<file path="src/rtl/barrier_agent_pkg.sv">
// Shared definitions for the multilevel barrier and its per-level agents.
package barrier_pkg;

  localparam int BARRIER_COUNTER_BITS = 4;
  localparam int MAX_AHEAD_LIMIT      = 2**BARRIER_COUNTER_BITS - 1;
  localparam int CMD_DATA_W           = 32;

  typedef struct packed {
    logic                  barrier;
    logic [CMD_DATA_W-1:0] payload;
  } cmd_t;

  typedef enum logic {
    ST_RUN,
    ST_BLOCKED
  } agent_state_e;

endpackage

</file>
<file path="src/rtl/barrier_agent_cmd_slot.sv">
// One-entry registered valid/ready stage; a load may coincide with a drain.
module cmd_slot
  import barrier_pkg::*;
#(
  parameter int DATA_W = 32
) (
  input  logic              clk,
  input  logic              reset_n,
  input  logic              load,
  input  logic [DATA_W-1:0] load_data,
  input  logic              out_ready,
  output logic              out_valid,
  output logic [DATA_W-1:0] out_data
);

  always_ff @(posedge clk or negedge reset_n) begin
    if (!reset_n) begin
      out_valid <= 1'b0;
      out_data  <= '0;
    end else if (load) begin
      out_valid <= 1'b1;
      out_data  <= load_data;
    end else if (out_valid && out_ready) begin
      out_valid <= 1'b0;
    end
  end

endmodule

</file>
<file path="src/rtl/barrier_agent.sv">
// Per-level barrier client: turns barrier markers into wait pulses and fences
// later commands against the number of unreleased waits.
module barrier_agent
  import barrier_pkg::*;
#(
  parameter int DATA_W    = 32,
  parameter int MAX_AHEAD = 1
) (
  input  logic                                 clk,
  input  logic                                 reset_n,
  input  logic                                 in_cmd_valid,
  output logic                                 in_cmd_ready,
  input  logic [DATA_W-1:0]                    in_cmd_data,
  input  logic                                 in_cmd_barrier,
  output logic                                 out_cmd_valid,
  input  logic                                 out_cmd_ready,
  output logic [DATA_W-1:0]                    out_cmd_data,
  output logic                                 out_wait,
  input  logic                                 in_release,
  output logic [$clog2(MAX_AHEAD+1)-1:0]       out_outstanding,
  output logic                                 out_blocked,
  output logic                                 out_error
);

  localparam int CNT_W = $clog2(MAX_AHEAD + 1);
  localparam logic [CNT_W-1:0] LIMIT = CNT_W'(MAX_AHEAD);

  if (MAX_AHEAD < 1 || MAX_AHEAD > MAX_AHEAD_LIMIT) begin : g_range_check
    $error("barrier_agent: MAX_AHEAD=%0d outside 1..%0d", MAX_AHEAD, MAX_AHEAD_LIMIT);
  end

  logic [CNT_W-1:0] outstanding_q;
  logic [CNT_W-1:0] outstanding_d;
  logic             wait_q;
  logic             error_q;
  logic             slot_valid;
  logic             bar_accept;
  logic             data_accept;
  logic             release_ok;
  agent_state_e     state;

  // State is a decode of the counter; error is tracked orthogonally.
  always_comb begin
    state = ST_RUN;
    if (outstanding_q == LIMIT) state = ST_BLOCKED;
  end

  // Ready never looks at in_cmd_valid; a barrier also waits for an empty slot.
  always_comb begin
    in_cmd_ready = 1'b0;
    unique case (state)
      ST_RUN:     in_cmd_ready = in_cmd_barrier ? !slot_valid
                                                : (!slot_valid || out_cmd_ready);
      ST_BLOCKED: in_cmd_ready = 1'b0;
      default:    in_cmd_ready = 1'b0;
    endcase
  end

  always_comb begin
    bar_accept  = in_cmd_valid && in_cmd_ready && in_cmd_barrier;
    data_accept = in_cmd_valid && in_cmd_ready && !in_cmd_barrier;
    release_ok  = in_release && (outstanding_q != '0);
  end

  always_comb begin
    outstanding_d = outstanding_q;
    unique case ({bar_accept, release_ok})
      2'b10:   outstanding_d = outstanding_q + CNT_W'(1);
      2'b01:   outstanding_d = outstanding_q - CNT_W'(1);
      default: outstanding_d = outstanding_q;
    endcase
  end

  always_ff @(posedge clk or negedge reset_n) begin
    if (!reset_n) begin
      outstanding_q <= '0;
      wait_q        <= 1'b0;
      error_q       <= 1'b0;
    end else begin
      outstanding_q <= outstanding_d;
      wait_q        <= bar_accept;
      if (in_release && (outstanding_q == '0)) error_q <= 1'b1;
    end
  end

  cmd_slot #(
    .DATA_W (DATA_W)
  ) u_slot (
    .clk       (clk),
    .reset_n   (reset_n),
    .load      (data_accept),
    .load_data (in_cmd_data),
    .out_ready (out_cmd_ready),
    .out_valid (slot_valid),
    .out_data  (out_cmd_data)
  );

  assign out_cmd_valid   = slot_valid;
  assign out_wait        = wait_q;
  assign out_outstanding = outstanding_q;
  assign out_blocked     = (state == ST_BLOCKED);
  assign out_error       = error_q;

endmodule

</file>
<file path="config.mk">
export PLATFORM = sky130hd
export DESIGN_NAME = barrier_agent
export DESIGN_NICKNAME = d
export VERILOG_FILES = /design/src/rtl/barrier_agent_pkg.sv /design/src/rtl/barrier_agent_cmd_slot.sv /design/src/rtl/barrier_agent.sv
export SDC_FILE = /design/constraint.sdc
export NUM_CORES = 1
export LEC_CHECK = 0
export ABC_AREA = 1
export BUFFER_PORTS_ARGS = -buffer_cell sky130_fd_sc_hd__buf_2
export CORE_ASPECT_RATIO = 2
export CORE_MARGIN = 5
export CORE_UTILIZATION = 49
export CTS_CLUSTER_SIZE = 30
export DETAILED_ROUTE_END_ITERATION = 8
export GPL_TIMING_DRIVEN = 0
export PLACE_DENSITY = 0.83
export SLEW_MARGIN = 40
export SYNTH_ARGS = -nofsm -noshare
export SYNTH_HDL_FRONTEND = slang
export SYNTH_SLANG_ARGS = --single-unit
</file>
<file path="constraint.sdc">
create_clock -name clk -period 3.4 [get_ports clk]
set_clock_uncertainty 0.15 [all_clocks]
set_input_delay 0.17 -clock clk [delete_from_list [all_inputs] [get_ports clk]]
set_output_delay 0.17 -clock clk [all_outputs]
set_load 0.03 [all_outputs]
</file>
# After elaboration in Yosys (flattened, before gate mapping)
# Cells that the tools add are included.
dict set report totals {
  register_bits 36
  in_bits 38
  elab_cells 28
}
dict set report classes {
  addsub 2
  eq_ne 2
  n_mux 6
  bitwise_logic 2
  n_reduce_logical 11
}
# op count
set ops {}
lappend ops {{$logic_and A1 B1 Y1} 6}
lappend ops {{$mux W1} 4}
lappend ops {{$pmux W1 S2} 2}
lappend ops {{$reduce_bool A2 Y1} 2}
lappend ops {{$eq A2 B1 Y1 const B} 1}
lappend ops {{$eq A2 B2 Y1 const B} 1}
lappend ops {{$logic_not A1 Y1} 2}
lappend ops {{$not A1 Y1} 2}
lappend ops {{$add A1 B1 Y1 const B} 1}
lappend ops {{$logic_or A1 B1 Y1} 1}
lappend ops {{$sub A1 B1 Y1 const B} 1}

# Longest topological paths before layout
# Gate-level depths: netlist (run 1).
dict set report depth {
  word_depth 8
  mapped_depth 7
}

# By module
# Synthesis (run 1) repeated with hierarchy kept, for this count alone.
dict set report unflattened {
  cells_unflattened 156
  area_unflattened_um2 1463.9
}
# mod instances cells_per_inst area_each_um2
set by_module_without_submodules {}
lappend by_module_without_submodules {cmd_slot 1 140 1326.3}
lappend by_module_without_submodules {barrier_agent 1 16 137.6}

# Least setup slack after synthesis (run 1)
# OpenSTA, ideal clock, no wires.
dict set report synth_timing {
  path_kind {register to register}
  from {reg outstanding_q, in the netlist out_outstanding}
  to {reg u_slot.out_data[0]}
  setup_ns 0.118
  arrival_time_ns 1.178
  required_time_ns 3.132
  setup_slack_ns 1.954
  stages_incl_launch_ff 7
  period_less_slack_ns 1.446
  path_cell_list {dfrtp_1 > clkinv_1 > nand2_2 > nor2_8 > buf_4 > nand4_1 > nand2_1}
}
dict set report synth_between {
  elab_chain_cells 5
}
# element line
set synth_lines {}
lappend synth_lines {{start: declaration} barrier_agent.sv:32} ;# logic [CNT_W-1:0] outstanding_q;
lappend synth_lines {{start signal: assignment} barrier_agent.sv:80} ;# outstanding_q <= outstanding_d;
lappend synth_lines {{$mux W1 (*)} barrier_agent.sv:45} ;# if (outstanding_q == LIMIT) state = ST_BLOCKED;
lappend synth_lines {{$not A1 Y1} barrier_agent.sv:51} ;# unique case (state)
lappend synth_lines {{$pmux W1 S2 (*)} barrier_agent.sv:51}
lappend synth_lines {{net in_cmd_ready} barrier_agent.sv:12} ;# output logic in_cmd_ready,
lappend synth_lines {{$logic_and A1 B1 Y1 (*) (2 in series)} barrier_agent.sv:61} ;# data_accept = in_cmd_valid && in_cmd_ready && !in_cmd_barrier;
lappend synth_lines {{end signal: assignment} barrier_agent_cmd_slot.sv:22} ;# out_data <= load_data;
lappend synth_lines {{end: declaration} barrier_agent_cmd_slot.sv:13} ;# output logic [DATA_W-1:0] out_data
# Mark *: on every way through the listed nets, which the timed path passes. The rest lies on a longest branch.
# A chain may end at the register's enable or synchronous reset.

# Final worst setup path (run 1)
dict set report layout_timing {
  from {in out_cmd_ready}
  to {out in_cmd_ready}
}
dict set report layout_between {
  elab_chain_cells 3
}
# element line
set layout_lines {}
lappend layout_lines {{start: declaration} barrier_agent.sv:16} ;# input logic out_cmd_ready,
lappend layout_lines {{$logic_or A1 B1 Y1} barrier_agent.sv:53} ;# : (!slot_valid || out_cmd_ready);
lappend layout_lines {{$mux W1} barrier_agent.sv:52} ;# ST_RUN: in_cmd_ready = in_cmd_barrier ? !slot_valid
lappend layout_lines {{$pmux W1 S2} barrier_agent.sv:51}
lappend layout_lines {{end: declaration} barrier_agent.sv:12}
# Every way passes these cells.

==> metrics.yaml, run 1 <==
outcome:
  status: "finished, final reports clean"
timing:
  fin_ws_ns: 1.61
  worstMarginPinSlew_ns: 0.447
  timing.slew.headroom_pct: 70.2
  finalHoldViolCount: 0
  tns_ns: 0
  report.final.slew_viol_count: 0
  rsz0062_at_grt: "false"
  setup_viol: 0
  fmax_mhz: 560
  fin_crit_sh_pct: 52.5
  final.min_clock_period_ns: 1.79
finish:
  antenna-diode-count: 0
  drive_gt1_share_pct: 43.7
  utilization_pct: 75.7
  area_delta_synth_final_pct: 51.5
  fin_nets: 307
floorplan:
  start_util_pct: 50.0
  die_w_um: 50.1
  die_h_um: 90.3
  core-area_um2: 3160
  ioPinCount: 76
  rows: 29
  die_area_um2: 4520
route:
  ant_nets: 0
  drt-total-wl_um: 4250
  drtIter0Drc: 21
  wire_per_inst_um: 14.1
  drtPass1Iterations: 4
  viasPerCell: 5.00
  num_vias: 1504
  drcViolationCount: 0
critical_path:
  crit_path_end_kind: "output pin"
  slowest_stage: "dlygate4sd3_1"
  r2r_setup_slack_ns: 2.00
  required_ns: 3.08
  cp_cell_sequence: "dlygate4sd3_1, buf_2, nor2_4, nor2_8, buf_4, buf_2"
  cpPeakStageDelay_ns: 0.53
  rr_startpoint: "out_outstanding$_DFFE_PN0P_"
  critical_path_depth: 6
  crit_path_start_kind: "input pin"
  crit_buf_inv: 4
  cpMostUsedCell: "buf_2"
  worst-setup-path-type: "input pin to output pin"
  crit_family: "buffers and inverters"
  r2r-end: "u_slot.out_data[28]$_DFFE_PN0P_"
  crit_start: "out_cmd_ready"
  arrival_ns: 1.47
  rr_worst_depth: 7
  path_max_fanout: 10
  cp-endpoint: "in_cmd_ready"
clock_network:
  clk_pin_slew_ns: 0.07
  cts_buffer_depth: 2
  cts_root_buffer: "clkbuf_8"
  htreeDepth: 2
  cts_tree: "built"
  insertion_delay_ns: 0.28
  cts_buffers: 5
  cts_sinks: 36
power:
  leakage_uw: 0.00130
  peakVddDrop_uv: 561
  p_per_area_nw_per_um2: 683
  finalPower_uw: 1630
logic_synthesis:
  yosys_warnings: 0
  post_synth_inst_count: 159
  synth_nets: 197
  synthFlopType: "dfrtp_1"
  yosys.area.top_type_share_pct: 57.1
  ys_seq_area_share_pct: 57.1
  synthesis.area_um2: 1580
  synth.top_cells.by_area: "dfrtp_1 57%, nand4_1 13%, nand2_1 11%"
  synth-seq-cells: 36
  syn-mean-instance-area_um2: 9.92
  synth_top_cell_by_area: "dfrtp_1"
  synth_edf_count: 0
  ys_types: 19
  postSynth.asyncResetShare_pct: 100
place:
  hpwl_um: 2830
  io_buffers: 74
  routabilityCongestion: 0.723
  dp_slack_ns: 1.99
run:
  maxCapViolations: 0
global_route:
  grt_usage_pct: 20.0
  grt_pass1_wl_um: 7180
  grt_overflow: 0
  grt_pass1_vias: 1527
  antenna_found_initial: 0
  grt_max_degree: 37
worst_hold_path:
  hold_class: "input pin to register"
[registers in the layout, indices dropped and copies added (netlist names)]
name              flops
u_slot.out_data      32
out_error             1
out_outstanding       1
out_wait              1
u_slot.out_valid      1
[stage by stage]
stage          instance area [um^2]  hold WS, ns  cells
6_report                       2390      0.00878    301
5_1_grt                        2390     0.000227    301
4_1_cts                        2380      0.00184    300
3_5_place_dp                   1990        0.147    264
3_3_place_gp                   1990        0.143    264
2_1_floorplan                  1580       -0.276    159
[worst reg2reg max path, stage by stage, from the launching register on]
cell and delay (ns):
dfrtp_1 0.40, clkinv_1 0.08, nand2_2 0.09, nor2_8 0.15
nand3_4 0.13, buf_6 0.18, nand2_2 0.06, nand2_1 0.05
[what timing repair did]
action | in CTS | in global routing
hold buffers | 28 | 1
buffers inserted | 0 | 0
resized for setup | 0 | 0
endpoints found under the hold margin | 64 | 1
[Yosys cell counts (2+ instances only)]
library cell  instances
nand2_1              45
dfrtp_1              36
nand4_1              32
nand2_2              21
buf_2                 6
buf_6                 3
buf_4                 2
clkbuf_1              2
inv_1                 2
[metal layers]
metal	part of all wire, %	vias to the layer above	GRT usage (%)
met1	38	689	23.4
met5	0	-	0
li1	-	749	-
met2	53	59	34.1
met3	7.0	7	5.62
met4	1.8	0	5.91
[cell families (layout without fill, tap and decap cells)]
| logic type | Yosys count | count (layout) | synth area share, % |
|---|---|---|---|
| compound gates | 3 | 3 | 1.11 |
| buf+inv | 18 | 129 | 6.66 |
| flops | 36 | 36 | 57.1 |
| simple gates | 102 | 102 | 35.1 |
[cell type report]
class	count	area, um^2
clock inverter	3	42.5
tap	31	38.8
buffer	14	90.1
timing repair buffer	103	663
fill	233	766
clock buffer	5	68.8
inverter	4	15.0
sequential	36	901
multi-input combinational	105	572
[how the worst min path moves through the flow]
stage                          from  slack [ns]  cells after the start                              end
floorplan                   reset_n       -0.28                      0            out_error$_DFFE_PN0P_
global placement            reset_n        0.14                      1  u_slot.out_data[14]$_DFFE_PN0P_
detailed placement          reset_n        0.15                      1  u_slot.out_data[14]$_DFFE_PN0P_
CTS                 in_cmd_data[17]       0.002                      3  u_slot.out_data[17]$_DFFE_PN0P_
global route         in_cmd_data[6]      0.0002                      3   u_slot.out_data[6]$_DFFE_PN0P_
finish              in_cmd_data[25]       0.009                      3  u_slot.out_data[25]$_DFFE_PN0P_
[layout by cell type (no fill, tap or decap), drive strengths merged]
cell / synthesis / routed
buf: 12 / 86
nand2: 66 / 66
dfrtp: 36 / 36
nand4: 32 / 32
dlygate4sd3: 0 / 29
clkbuf: 2 / 7
inv: 3 / 3
nor2: 2 / 2
clkinv: 1 / 2
nand3: 2 / 2
o21ai: 2 / 2
a21o: 1 / 1
clkinvlp: 0 / 1
bufinv: 0 / 1
[power breakdown]
part           switching [uW]  leakage [uW]  internal, uW  total, uW
Clock                     154     0.0000541           217        371
Combinational             442      0.000802           206        648
Sequential               70.6      0.000446           544        615
Total                     667       0.00130           967       1630
(Power assumes the default switching activity.)
==> run 2, diff against run 1 <==
--- a/config.mk
+++ b/config.mk
@@ -9,11 +9,11 @@
 export BUFFER_PORTS_ARGS = -buffer_cell sky130_fd_sc_hd__buf_2
 export CORE_ASPECT_RATIO = 2
 export CORE_MARGIN = 5
-export CORE_UTILIZATION = 49
+export CORE_UTILIZATION = 45
 export CTS_CLUSTER_SIZE = 30
 export DETAILED_ROUTE_END_ITERATION = 8
 export GPL_TIMING_DRIVEN = 0
-export PLACE_DENSITY = 0.83
+export PLACE_DENSITY = 0.77
 export SLEW_MARGIN = 40
 export SYNTH_ARGS = -nofsm -noshare
 export SYNTH_HDL_FRONTEND = slang
==> constraint.sdc (replaced) <==
create_clock -name clk -period 1.71 [get_ports clk]
set_clock_uncertainty 0.15 [all_clocks]
set_input_delay 0.0855 -clock clk [delete_from_list [all_inputs] [get_ports clk]]
set_output_delay 0.0855 -clock clk [all_outputs]
set_load 0.03 [all_outputs]
==> run 2 against run 1 <==
Die area rose by 7.5%. Worst hold slack got worse by 0.0093 ns. Critical path type is now register to output pin. Highest routed layer unchanged. The run now ends with negative hold slack left. Flip-flop and latch count stayed put. Via count up 9.6%. Wire length increased by 12%.
==> metrics.yaml, run 2 (synthesis results as in run 1) <==
worst_hold_path:
  min_delay_path_depth: 3  # unchanged
  hold_class: "input pin to register"  # unchanged
timing:
  rsz0062_at_grt: "false"  # unchanged
  report.final.slew_viol_count: 0  # unchanged
  final.min_clock_period_ns: 1.61
  timing.slew.headroom_pct: 70.0  # was 70.2%
  worstMarginPinSlew_ns: 0.449  # was 0.447 ns
  fmax_mhz: 621
  hold_ws_ns: -0.000566  # was 0.00878 ns
  setup_viol: 0  # unchanged
  tns_ns: 0  # unchanged
  fin_crit_sh_pct: 94.2
  fin_ws_ns: 0.0990  # was 1.61 ns
  finalHoldViolCount: 1  # was 0
finish:
  instances_no_fill: 314  # was 301
  mostFrequentLayoutCells: "78 x buf_2, 45 x nand2_1, 36 x dlygate4sd3_1, 36 x dfrtp_1, 32 x nand4_1"  # was 79 x buf_2, 45 x nand2_1, 36 x dfrtp_1
  regMostFlops: "u_slot.out_data"  # unchanged
  drive_gt1_share_pct: 43.3  # was 43.7%
  multi_input_area_um2: 572  # unchanged
  seqCellArea_um2: 901  # unchanged
  fin_nets: 320  # was 307
  area_delta_synth_final_pct: 57.2  # was 51.5%
  final_cell_area_um2: 2480  # was 2390 um^2
  fill_cells: 252  # was 233
  antenna-diode-count: 0  # unchanged
  final_common_cell: "buf_2"  # unchanged
  largest_register_ffs: 32  # unchanged
floorplan:
  rows: 30  # was 29
  die_h_um: 93.7  # was 90.3 um
  die_area_um2: 4860  # was 4520 um^2
  ioPinCount: 76  # unchanged
  start_util_pct: 46.7  # was 50.0%
  core-area_um2: 3380  # was 3160 um^2
  die_w_um: 51.9  # was 50.1 um
power:
  clock_power_share_pct: 17.6  # was 22.7%
  peakVddDrop_uv: 871  # was 561 uV
  seq_power_share_pct: 39.1  # was 37.6%
  combinationalPowerShare_pct: 43.3  # was 39.7%
  p_switching_uw: 1330  # was 667 uW
  p_per_area_nw_per_um2: 1270  # was 683 nW/um^2
  p_sw_share_pct: 42.1  # was 40.8%
  leakage_uw: 0.00135  # was 0.00130 uW
  intPower_uw: 1820  # was 967 uW
place:
  post_dp_cell_area_um2: 1990  # about the same
  hpwl_um: 3030  # was 2830 um
  io_buffers: 74  # unchanged
  dp_cells: 265  # was 264
  dp_slack_ns: 0.286  # was 1.99 ns
  routabilityCongestion: 0.781  # was 0.723
route:
  viasPerCell: 5.25  # was 5.00
  drcViolationCount: 0  # unchanged
  drtPass1Iterations: 5  # was 4
  wire_per_inst_um: 15.2  # was 14.1 um
  num_vias: 1648  # was 1504
  drt-total-wl_um: 4780  # was 4250 um
  drtIter0Drc: 55  # was 21
  ant_nets: 0  # unchanged
clock_network:
  cts_root_buffer: "clkbuf_8"  # unchanged
  clk_pin_slew_ns: 0.07  # about the same
  cts_buffer_depth: 2  # unchanged
  cts_buffers: 5  # unchanged
  htreeDepth: 2  # unchanged
  cts_tree: "built"  # unchanged
  insertion_delay_ns: 0.28  # about the same
  cts_sinks: 36  # unchanged
global_route:
  grt_max_degree: 37  # unchanged
  grt_overflow: 0  # unchanged
  antenna_found_initial: 0  # unchanged
  grt_pass1_wl_um: 7580  # was 7180 um
  grt_usage_pct: 20.8  # was 20.0%
  grt_pass1_vias: 1678  # was 1527
outcome:
  status: "finished, violations left"  # was finished, final reports clean
  violations: "negative hold slack"
critical_path:
  rr_worst_depth: 8  # was 7
  crit_path_start_kind: "register"  # was input pin
  required_ns: 1.47  # was 3.08 ns
  crit_path_end_kind: "output pin"  # unchanged
  path_max_fanout: 10  # unchanged
  arrival_ns: 1.38  # was 1.47 ns
  worst-setup-path-type: "register to output pin"  # was input pin to output pin
run:
  maxCapViolations: 0  # unchanged
## run 2: final timing paths
check | to | from | slack [ns]
min reg2reg | u_slot.out_data[4]$_DFFE_PN0P_ | u_slot.out_data[4]$_DFFE_PN0P_ | 0.32
max | in_cmd_ready | u_slot.out_valid$_DFFE_PN0P_ | 0.1
min in group asynchronous | u_slot.out_data[13]$_DFFE_PN0P_ | reset_n | 0.15
max reg2reg | u_slot.out_data[22]$_DFFE_PN0P_ | u_slot.out_valid$_DFFE_PN0P_ | 0.18
max in group asynchronous | u_slot.out_data[26]$_DFFE_PN0P_ | reset_n | 0.94
min | u_slot.out_data[8]$_DFFE_PN0P_ | in_cmd_valid | -0.0006
## run 2: what timing repair did
action                                  CTS  global route
endpoints found under the setup margin    0             2
buffers inserted                          0             6
hold endpoints to repair                 72             0
gates resized for setup                   0             2
hold buffers                             37             0
## run 2: power groups by stage
stage / Clock (uW) / Sequential [uW] / Combinational (uW)
floorplan: 0 / 1710 / 371
global placement: 0 / 1230 / 1230
detailed placement: 0 / 1240 / 1250
CTS: 572 / 1220 / 1310
global route: 606 / 1250 / 1460
finish: 555 / 1230 / 1360
## run 2: critical path, cell delays in order (launching register included)
cell	delay, ns
dfrtp_1	0.41
nand2_1	0.09
nand2_2	0.09
nor2_8	0.16
buf_6	0.15
clkbuf_4	0.19
## run 2: routing by layer
layer  GRT usage, %  part of all wire (%)  routed length (um)
met1           21.6                    35                1680
met2           37.9                    54                2580
met3           4.61                   8.0                 383
met4           9.63                   2.7                 129
met5              0                     0                   0
## run 2: final cells by class
type | count | area share [%]
Buffer | 14 | 3.78
Timing Repair Buffer | 116 | 31.5
Inverter | 4 | 0.605
Clock buffer | 6 | 2.93
Clock inverter | 1 | 0.202
Multi-Input combinational cell | 105 | 23.1
Sequential cell | 36 | 36.3
Tap cell | 32 | 1.61
## run 2: through the flow
step	power (uW)	hold WS, ns	util (%)
after CTS	3110	0.000551	72.1
after global placement	2460	0.0564	58.9
final	3150	-0.000566	73.4
after floorplan	2080	-0.360	-
after detailed placement	2480	0.0606	58.9
after global routing	3320	0.0188	73.4
